$ cat src/rtl/idea_block_packer_if.sv
// rtl/idea_block_packer_if.sv - byte-in / block-out handshake bundle for idea_block_packer
//
// Signals:
//   din[0:7]      upstream byte (bit 0 is the MSB)
//   din_valid     din/din_last valid
//   din_last      current byte ends the message
//   din_ready     packer accepts a byte this cycle
//   pad_en        1 = encrypt (PKCS#5 padding), 0 = decrypt
//   text[0:63]    assembled block, first byte in [0:7]
//   text_valid    text holds a complete block
//   text_ready    downstream takes the block
//   text_last     block is the final block of the message
//   pad_err       sticky: partial final block seen while pad_en=0
//
// Modports:
//   slave  - the packer (slave of the byte stream, source of blocks)
//   master - the surrounding environment (byte source, block sink)

interface idea_block_packer_if;
  logic [0:7]  din;
  logic        din_valid;
  logic        din_last;
  logic        din_ready;
  logic        pad_en;
  logic [0:63] text;
  logic        text_valid;
  logic        text_ready;
  logic        text_last;
  logic        pad_err;

  modport slave (
    input  din, din_valid, din_last, pad_en, text_ready,
    output din_ready, text, text_valid, text_last, pad_err
  );

  modport master (
    output din, din_valid, din_last, pad_en, text_ready,
    input  din_ready, text, text_valid, text_last, pad_err
  );
endinterface

$ cat src/rtl/idea_block_packer.sv
// rtl/idea_block_packer.sv - packs a byte stream into 64-bit IDEA blocks with PKCS#5 padding
//
// Ports:
//   clk  in   single clock, rising edge
//   rst  in   asynchronous active-high reset
//   bus  slave modport of idea_block_packer_if (byte stream in, block stream out,
//        sticky pad_err)
//
// Bytes are written into the block register at position cnt while in FILL.
// A full block moves straight to OUT; a short final block spends one cycle in
// PAD where all remaining byte lanes are filled in parallel. A message whose
// length is a multiple of 8 in encrypt mode gets an extra all-0x08 block,
// generated by revisiting PAD from OUT with pad_val=8 and cnt=0.

module idea_block_packer (
  input logic               clk,
  input logic               rst,
  idea_block_packer_if.slave bus
);

  typedef enum logic [1:0] {
    S_FILL = 2'd0,
    S_PAD  = 2'd1,
    S_OUT  = 2'd2
  } state_t;

  state_t      r_state;
  logic [2:0]  r_cnt;
  logic [0:63] r_text;
  logic [3:0]  r_pad_val;
  logic        r_pad_pending;
  logic        r_text_last;
  logic        r_pad_err;
  logic        r_pad_en;

  state_t      w_state_nxt;
  logic [2:0]  w_cnt_nxt;
  logic [0:63] w_text_nxt;
  logic [3:0]  w_pad_val_nxt;
  logic        w_pad_pending_nxt;
  logic        w_text_last_nxt;
  logic        w_pad_err_nxt;
  logic        w_pad_en_nxt;
  logic [7:0]  w_pad_byte;

  // Handshake flags depend only on state, so upstream/downstream see no
  // combinational path through the packer.
  assign bus.din_ready  = (r_state == S_FILL);
  assign bus.text_valid = (r_state == S_OUT);
  assign bus.text       = r_text;
  assign bus.text_last  = r_text_last;
  assign bus.pad_err    = r_pad_err;

  // Decrypt mode never invents pad bytes; lanes are zeroed instead.
  assign w_pad_byte = r_pad_en ? {4'b0000, r_pad_val} : 8'h00;

  always_ff @(posedge clk or posedge rst) begin
    if (rst) begin
      r_state       <= S_FILL;
      r_cnt         <= 3'd0;
      r_text        <= 64'd0;
      r_pad_val     <= 4'd0;
      r_pad_pending <= 1'b0;
      r_text_last   <= 1'b0;
      r_pad_err     <= 1'b0;
      r_pad_en      <= 1'b0;
    end else begin
      r_state       <= w_state_nxt;
      r_cnt         <= w_cnt_nxt;
      r_text        <= w_text_nxt;
      r_pad_val     <= w_pad_val_nxt;
      r_pad_pending <= w_pad_pending_nxt;
      r_text_last   <= w_text_last_nxt;
      r_pad_err     <= w_pad_err_nxt;
      r_pad_en      <= w_pad_en_nxt;
    end
  end

  always_comb begin
    w_state_nxt       = r_state;
    w_cnt_nxt         = r_cnt;
    w_text_nxt        = r_text;
    w_pad_val_nxt     = r_pad_val;
    w_pad_pending_nxt = r_pad_pending;
    w_text_last_nxt   = r_text_last;
    w_pad_err_nxt     = r_pad_err;
    w_pad_en_nxt      = r_pad_en;

    case (r_state)
      S_FILL: begin
        if (bus.din_valid) begin
          w_text_nxt[{r_cnt, 3'b000} +: 8] = bus.din;
          w_cnt_nxt    = r_cnt + 3'd1;
          // pad_en is captured with every byte; PAD uses the value seen
          // alongside the last byte.
          w_pad_en_nxt = bus.pad_en;
          if (r_cnt == 3'd7) begin
            w_state_nxt = S_OUT;
            if (bus.din_last && bus.pad_en) begin
              w_text_last_nxt   = 1'b0;
              w_pad_pending_nxt = 1'b1;
            end else begin
              w_text_last_nxt = bus.din_last;
            end
          end else if (bus.din_last) begin
            w_state_nxt   = S_PAD;
            w_pad_val_nxt = 4'd7 - {1'b0, r_cnt};
          end
        end
      end

      S_PAD: begin
        // r_cnt already points past the last data byte, so lanes
        // r_cnt..7 are exactly the unfilled ones.
        for (int i = 0; i < 8; i++) begin
          if (3'(i) >= r_cnt) begin
            w_text_nxt[8*i +: 8] = w_pad_byte;
          end
        end
        if (!r_pad_en) begin
          w_pad_err_nxt = 1'b1;
        end
        w_cnt_nxt       = 3'd0;
        w_text_last_nxt = 1'b1;
        w_state_nxt     = S_OUT;
      end

      S_OUT: begin
        if (bus.text_ready) begin
          w_cnt_nxt = 3'd0;
          if (r_pad_pending) begin
            // Full final block in encrypt mode: emit a whole block of 0x08.
            w_pad_pending_nxt = 1'b0;
            w_pad_val_nxt     = 4'd8;
            w_state_nxt       = S_PAD;
          end else begin
            w_text_last_nxt = 1'b0;
            w_state_nxt     = S_FILL;
          end
        end
      end

      default: begin
        w_state_nxt = S_FILL;
      end
    endcase
  end

endmodule

$ cat src/flat_wrapper.sv
// flat-port wrapper written by rule: the top's interface ports become plain ports
module idea_block_packer_flat 
  (clk, rst, bus_din, bus_din_valid, bus_din_last, bus_pad_en, bus_text_ready, bus_din_ready, bus_text, bus_text_valid, bus_text_last, bus_pad_err);
  idea_block_packer_if bus_i ();
  input logic clk;
  input logic rst;
  input wire logic [$bits(bus_i.din)-1:0] bus_din;
  input wire logic [$bits(bus_i.din_valid)-1:0] bus_din_valid;
  input wire logic [$bits(bus_i.din_last)-1:0] bus_din_last;
  input wire logic [$bits(bus_i.pad_en)-1:0] bus_pad_en;
  input wire logic [$bits(bus_i.text_ready)-1:0] bus_text_ready;
  output wire logic [$bits(bus_i.din_ready)-1:0] bus_din_ready;
  output wire logic [$bits(bus_i.text)-1:0] bus_text;
  output wire logic [$bits(bus_i.text_valid)-1:0] bus_text_valid;
  output wire logic [$bits(bus_i.text_last)-1:0] bus_text_last;
  output wire logic [$bits(bus_i.pad_err)-1:0] bus_pad_err;
  assign bus_i.din = bus_din;
  assign bus_i.din_valid = bus_din_valid;
  assign bus_i.din_last = bus_din_last;
  assign bus_i.pad_en = bus_pad_en;
  assign bus_i.text_ready = bus_text_ready;
  assign bus_din_ready = bus_i.din_ready;
  assign bus_text = bus_i.text;
  assign bus_text_valid = bus_i.text_valid;
  assign bus_text_last = bus_i.text_last;
  assign bus_pad_err = bus_i.pad_err;
  idea_block_packer u_core (.clk(clk), .rst(rst), .bus(bus_i));
endmodule
$ cat config.mk
export PLATFORM = sky130hd
export DESIGN_NAME = idea_block_packer_flat
export DESIGN_NICKNAME = d
export VERILOG_FILES = /design/src/rtl/idea_block_packer_if.sv /design/src/rtl/idea_block_packer.sv /design/src/flat_wrapper.sv
export SDC_FILE = /design/constraint.sdc
export NUM_CORES = 1
export LEC_CHECK = 0
export ABC_CLOCK_PERIOD_IN_PS = 4400
export CORE_MARGIN = 5
export CORE_UTILIZATION = 30
export DETAILED_ROUTE_END_ITERATION = 8
export GPL_ROUTABILITY_DRIVEN = 0
export PLACE_DENSITY = 0.5
export SLEW_MARGIN = 25
export SYNTH_ARGS = -nofsm -noshare
export SYNTH_HDL_FRONTEND = slang
export SYNTH_SLANG_ARGS = --single-unit
$ cat constraint.sdc
create_clock -name clk -period 4.4 [get_ports clk]
set_clock_uncertainty 0.05 [all_clocks]
set_input_delay 1.1 -clock clk [delete_from_list [all_inputs] [get_ports clk]]
set_output_delay 1.1 -clock clk [all_outputs]
set_load 0.01 [all_outputs]
-- After elaboration in Yosys (flattened, before gate mapping)
Index checks and enable logic that the tools add are counted.
- register bits: 77
- bits of input ports: 14
- output and inout port bits: 68
- logic and storage cells: 108
- add/subtract/negate cells: 3
- magnitude comparators: 8
- eq/ne operators: 20
- shifts and indexed selects: 2
- mux-type cells: 38
- bitwise logic cells: 2
- reductions and logical operators: 20
- operators by type and width (cell ; count):
    case mux 64 bit (2 select lines) ; 1
    variable shift 65 x 8 -> 64 bit, first input constant ; 1
    variable part select 65 x 8 -> 64 bit ; 1
    bitwise mux 64 bit ; 1
    2-to-1 mux 64 bit ; 1
    2-to-1 mux 8 bit ; 8
    AND reduction 3 bit ; 10
    2-to-1 mux 4 bit ; 6
    inequality test 2 x 1 -> 1 bit, second input constant ; 11
    >= comparator 3 bit, first input constant ; 4
    2-to-1 mux 1 bit ; 10
    inequality test 2 bit, second input constant ; 5
    AND reduction 5 bit ; 2
    case mux 3 bit (3 select lines) ; 1
    2-to-1 mux 2 bit ; 4
    negation 7 -> 8 bit ; 1
    case mux 4 bit (2 select lines) ; 1
    NOT 6 -> 7 bit ; 1
    >= comparator 1 x 3 -> 1 bit, first input constant ; 2
    >= comparator 2 x 3 -> 1 bit, first input constant ; 2
    2-to-1 mux 3 bit ; 2
    case mux 2 bit (3 select lines) ; 1
    AND reduction 6 bit ; 1
    AND reduction 2 bit ; 2
    other kinds (13) ; 14

-- Logic depth before layout (Yosys ltp)
- word-level depth: 6
- gate-level depth with buffers: 9
- gate-level depth less buffers: 6

-- Worst setup path before layout
No wires, ideal clock.
- kind: input to register
- start: input port bus_din_last
- end: register u_core.r_pad_val[0]
- library setup time: 0.125 ns
- arrival: 2.064 ns
- data required time: 4.225 ns
- path slack: 2.161 ns
- cell stages on the path: 4
- path buffers: 0
- cells stage by stage: nand2_1 -> a211o_1 -> a221oi_4 -> mux2_2
- longest elaborated chain between the ends: 2
- RTL lines (element ; line ; text):
    from (decl) ; flat_wrapper.sv:9 ; input wire logic [$bits(bus_i.din_last)-1:0] bus_din_last;
    inequality test 2 bit (no line) ; - ;
    AND reduction 6 bit (no line) ; - ;
    to (signal assigned) ; idea_block_packer.sv:71 ; r_pad_val <= w_pad_val_nxt;
    to (decl) ; idea_block_packer.sv:30 ; logic [3:0] r_pad_val;
No other way between the ends.
A chain may end at the register's enable or synchronous reset.

-- Worst setup path in the final report
- start: register u_core.r_state[0]
- end: output port bus_din_ready
- longest elaborated chain between the ends: 1
- RTL lines (element ; line ; text):
    from (decl) ; idea_block_packer.sv:27 ; state_t r_state;
    from (signal assigned) ; idea_block_packer.sv:68 ; r_state <= w_state_nxt;
    logical NOT 2 bit ; idea_block_packer.sv:48 ; assign bus.din_ready = (r_state == S_FILL);
    to (decl) ; flat_wrapper.sv:12 ; output wire logic [$bits(bus_i.din_ready)-1:0] bus_din_ready;
No other way between the ends.

==> results_dict.tcl <==
set metrics [dict create \
    status "finished clean" \
    slowest_delay_ns 0.66 \
    antenna_found_initial 0 \
    synthFlopType "dfrtp_1" \
    io_pins 82 \
    fillers 1188 \
    clkLatencyLatePin_ns 0.33 \
    p_clk_frac 0.212 \
    cp-endpoint "bus_din_ready" \
    syn_inst 375 \
    drive_gt1_frac 0.0919 \
    seqPwrFrac 0.345 \
    place.port_buffers 81 \
    vdd_drop_max_mv 0.289 \
    rsz0062_at_grt "no" \
    design_area_um2 4880 \
    r2r_slack_ns 1.93 \
    yosys.area_share.simple 0.156 \
    power_switching_mw 1.20 \
    wl_um 10600 \
    ys_seq_area_frac 0.519 \
    setup_viol 0 \
    hp-class "register to register" \
    internal_power_mw 1.89 \
    cts_root_buffer "clkbuf_16" \
    finalCritPeriodShare 0.742 \
    grt_pass1_vias 2937 \
    ys_seq_elements 77 \
    dieArea_um2 14700 \
    setup_tns_ns 0 \
    core_area_um2 12100 \
    crit_path_start_kind "register" \
    arrival_ns 2.11 \
    endpoint_kind "output port" \
    startpoint "u_core.r_state[0]" \
    worstPathMaxFanout 17 \
    worst_slack_ns 1.14 \
    slowest_stage "clkdlybuf4s50_1" \
    rr_endpoint "u_core.bus.text[58]" \
    ant_nets 0 \
    p_leak_nw 2.00 \
    synthXorXnorAreaFrac 0 \
    route.detailed.drc 0 \
    hold_viol 0 \
    netlist_top_cells_area "dfrtp_1 (52%), nand2_1 (6.5%), o21ai_0 (5.0%), a21oi_1 (4.9%), ha_1 (3.7%)" \
    synth_cell_type_count 44 \
    synth_top_family_by_area "compound AO/OA/AOI/OAI gates" \
    synthArstFlopShare 1.00 \
    post_cts_buffers 0 \
    synthMuxAreaShare 0.0270 \
    synth_compound_area_frac 0.204 \
    power_density_nw_per_um2 634 \
    syn_avg_cell_area_um2 9.90 \
    reg2reg_depth 5 \
    vias_per_cell 4.82 \
    grt_pass1_wl_um 16800 \
    hold_buffers 0 \
    wl_per_cell_um 17.3 \
    gr-total-overflow 0 \
    clk_path_buf_depth 2 \
    synth_edf_count 0 \
    syn-num-nets 400 \
    place_area_um2 4620 \
    timing.rr.start "u_core.r_cnt[2]" \
    grt_usage 0.149 \
    cts_buffers 9 \
    synthAdderAreaFrac 0.0371 \
    die_w_um 121 \
    netlist.top_cell.by_area "dfrtp_1" \
    path_cells "inv_1, ha_1, clkdlybuf4s50_1" \
    diodes 0 \
    ctsResizeCount 0 \
    period_needed_ns 3.26 \
    htreeDepth 3 \
    drt_first_pass_iters 5 \
    p_sw_frac 0.389 \
    grt_max_degree 78 \
    rows 40 \
    maxCapViolCount 0 \
    start_util 0.308 \
    dp_slack_ns 1.44 \
    cts_sinks 77 \
    path_clk_slew_ns 0.06 \
    area_growth_pct 31.6 \
    critical_path_class "register to output port" \
    synth_warnings 0 \
    dpl.hpwl_um 7270 \
    drtIter0Drc 193 \
    vias 2958 \
    die_y_um 121 \
    whs_path_depth 1 \
    syn_area_um2 3710 \
    slew_headroom 0.407 \
    crit_required_ns 3.25 \
    combPwrFrac 0.443 \
    nets 468 \
    max_slew.worst_pin.slew_ns 0.889 \
    yosysTopAreaCellShare 0.519 \
    maxSlewViolCount 0 \
    timing.fmax_mhz 306 \
    cts_tree "yes" \
]
## power by group through the flow
| stage | combinational (mW) | clock [mW] | sequential, mW |
|---|---|---|---|
| final | 1.37 | 0.655 | 1.07 |
| after global routing | 1.52 | 0.699 | 1.10 |
| after floorplan | 0.850 | 0 | 1.09 |
| after detailed placement | 1.37 | 0 | 1.08 |
| after CTS | 1.38 | 0.670 | 1.07 |
| after global placement | 1.34 | 0 | 1.08 |
## layout by cell type (no fill, tap or decap), types with 4 or more instances in the layout
cell             netlist  final
clkdlybuf4s50_1        0     81
nand2_1               64     64
inv_1                 17     16
clkbuf_16              0      9
dfrtp_1               77     77
ha_1                  11     11
nand3_1                5      5
a22o_1                12     12
and3_1                 4      4
o21ai_1               13     12
o21ai_0               37     37
a2111oi_0              4      4
mux2_2                 8      8
a21oi_1               36     36
nor2_1                11     11
a31oi_1                6      6
## flip-flops by register name (all words and copies together), names as in the netlist
| register | flops |
|---|---|
| u_core.r_cnt | 3 |
| u_core.r_pad_en | 1 |
| u_core.bus.text | 64 |
| u_core.bus.pad_err | 1 |
| u_core.r_pad_pending | 1 |
| u_core.bus.text_last | 1 |
| u_core.r_pad_val | 4 |
| u_core.r_state | 2 |
## critical path: cells and delay by family, from the launching register on
family / cells / cell delay (ns)
buffers and inverters: 2 / 0.78
flip-flops: 1 / 0.41
adder cells (fa/ha/maj): 1 / 0.59
## cells by family (layout without fill, tap and decap cells)
group	after synthesis	after routing
AOI/OAI and AO/OA	122	122
and+or+nand+nor	111	111
DFF	77	77
buffers and inverters	45	116
adders and majority gates	11	11
muxes	9	9
## cell type report
type / count / area, µm² / area share
clock inverter: 5 / 30.0 / 0.00615
multi-input combinational: 253 / 1580 / 0.323
clock buffer: 9 / 225 / 0.0461
timing repair buffer: 85 / 851 / 0.174
tap: 168 / 210 / 0.0431
sequential: 77 / 1930 / 0.395
inverter: 17 / 63.8 / 0.0131
## synthesized netlist by cell type (2+ instances only)
| library cell | count |
|---|---|
| nor3_1 | 2 |
| o21ai_1 | 13 |
| mux2_2 | 8 |
| nor2b_1 | 2 |
| and4b_1 | 2 |
| nand3_1 | 5 |
| a22o_1 | 12 |
| nand3b_1 | 3 |
| buf_4 | 3 |
| nor2_1 | 11 |
| nor3_4 | 3 |
| a21oi_1 | 36 |
| nand2b_1 | 3 |
| clkbuf_1 | 14 |
| nor3_2 | 2 |
| inv_1 | 17 |
| o21ai_0 | 37 |
| nand2_1 | 64 |
| a31oi_1 | 6 |
| dfrtp_1 | 77 |
| o211ai_1 | 3 |
| a21o_1 | 3 |
| buf_2 | 8 |
| buf_6 | 3 |
| and3_1 | 4 |
| ha_1 | 11 |
| or3b_4 | 2 |
| nor3b_1 | 2 |
| a2111oi_0 | 4 |
## worst min path at each step
stage,from,to,slack (ns)
6_report,u_core.bus.pad_err,u_core.bus.pad_err,0.43
3_5_place_dp,u_core.bus.pad_err,u_core.bus.pad_err,0.41
3_3_place_gp,u_core.bus.text[16],u_core.bus.text[16],0.41
4_1_cts,u_core.bus.text[51],u_core.bus.text[51],0.44
2_1_floorplan,u_core.r_pad_en,u_core.bus.pad_err,0.42
5_1_grt,u_core.bus.pad_err,u_core.bus.pad_err,0.45
## metrics by stage
| step | total power, mW | util | std cells | hold WS, ns |
|---|---|---|---|---|
| after CTS | 3.12 | 0.404 | 613 | 0.436 |
| final | 3.09 | 0.405 | 614 | 0.428 |
| after global routing | 3.31 | 0.405 | 614 | 0.453 |
| after floorplan | 1.94 | - | 375 | 0.417 |
| after global placement | 2.42 | 0.382 | 597 | 0.414 |
| after detailed placement | 2.45 | 0.383 | 599 | 0.411 |
## layer usage
layer  GRT usage  routed length [µm]
met3      0.0345                 808
met5           0                   0
met4      0.0560                  58
met1       0.211                5020
met2       0.223                4760
(Power assumes the default switching activity.)
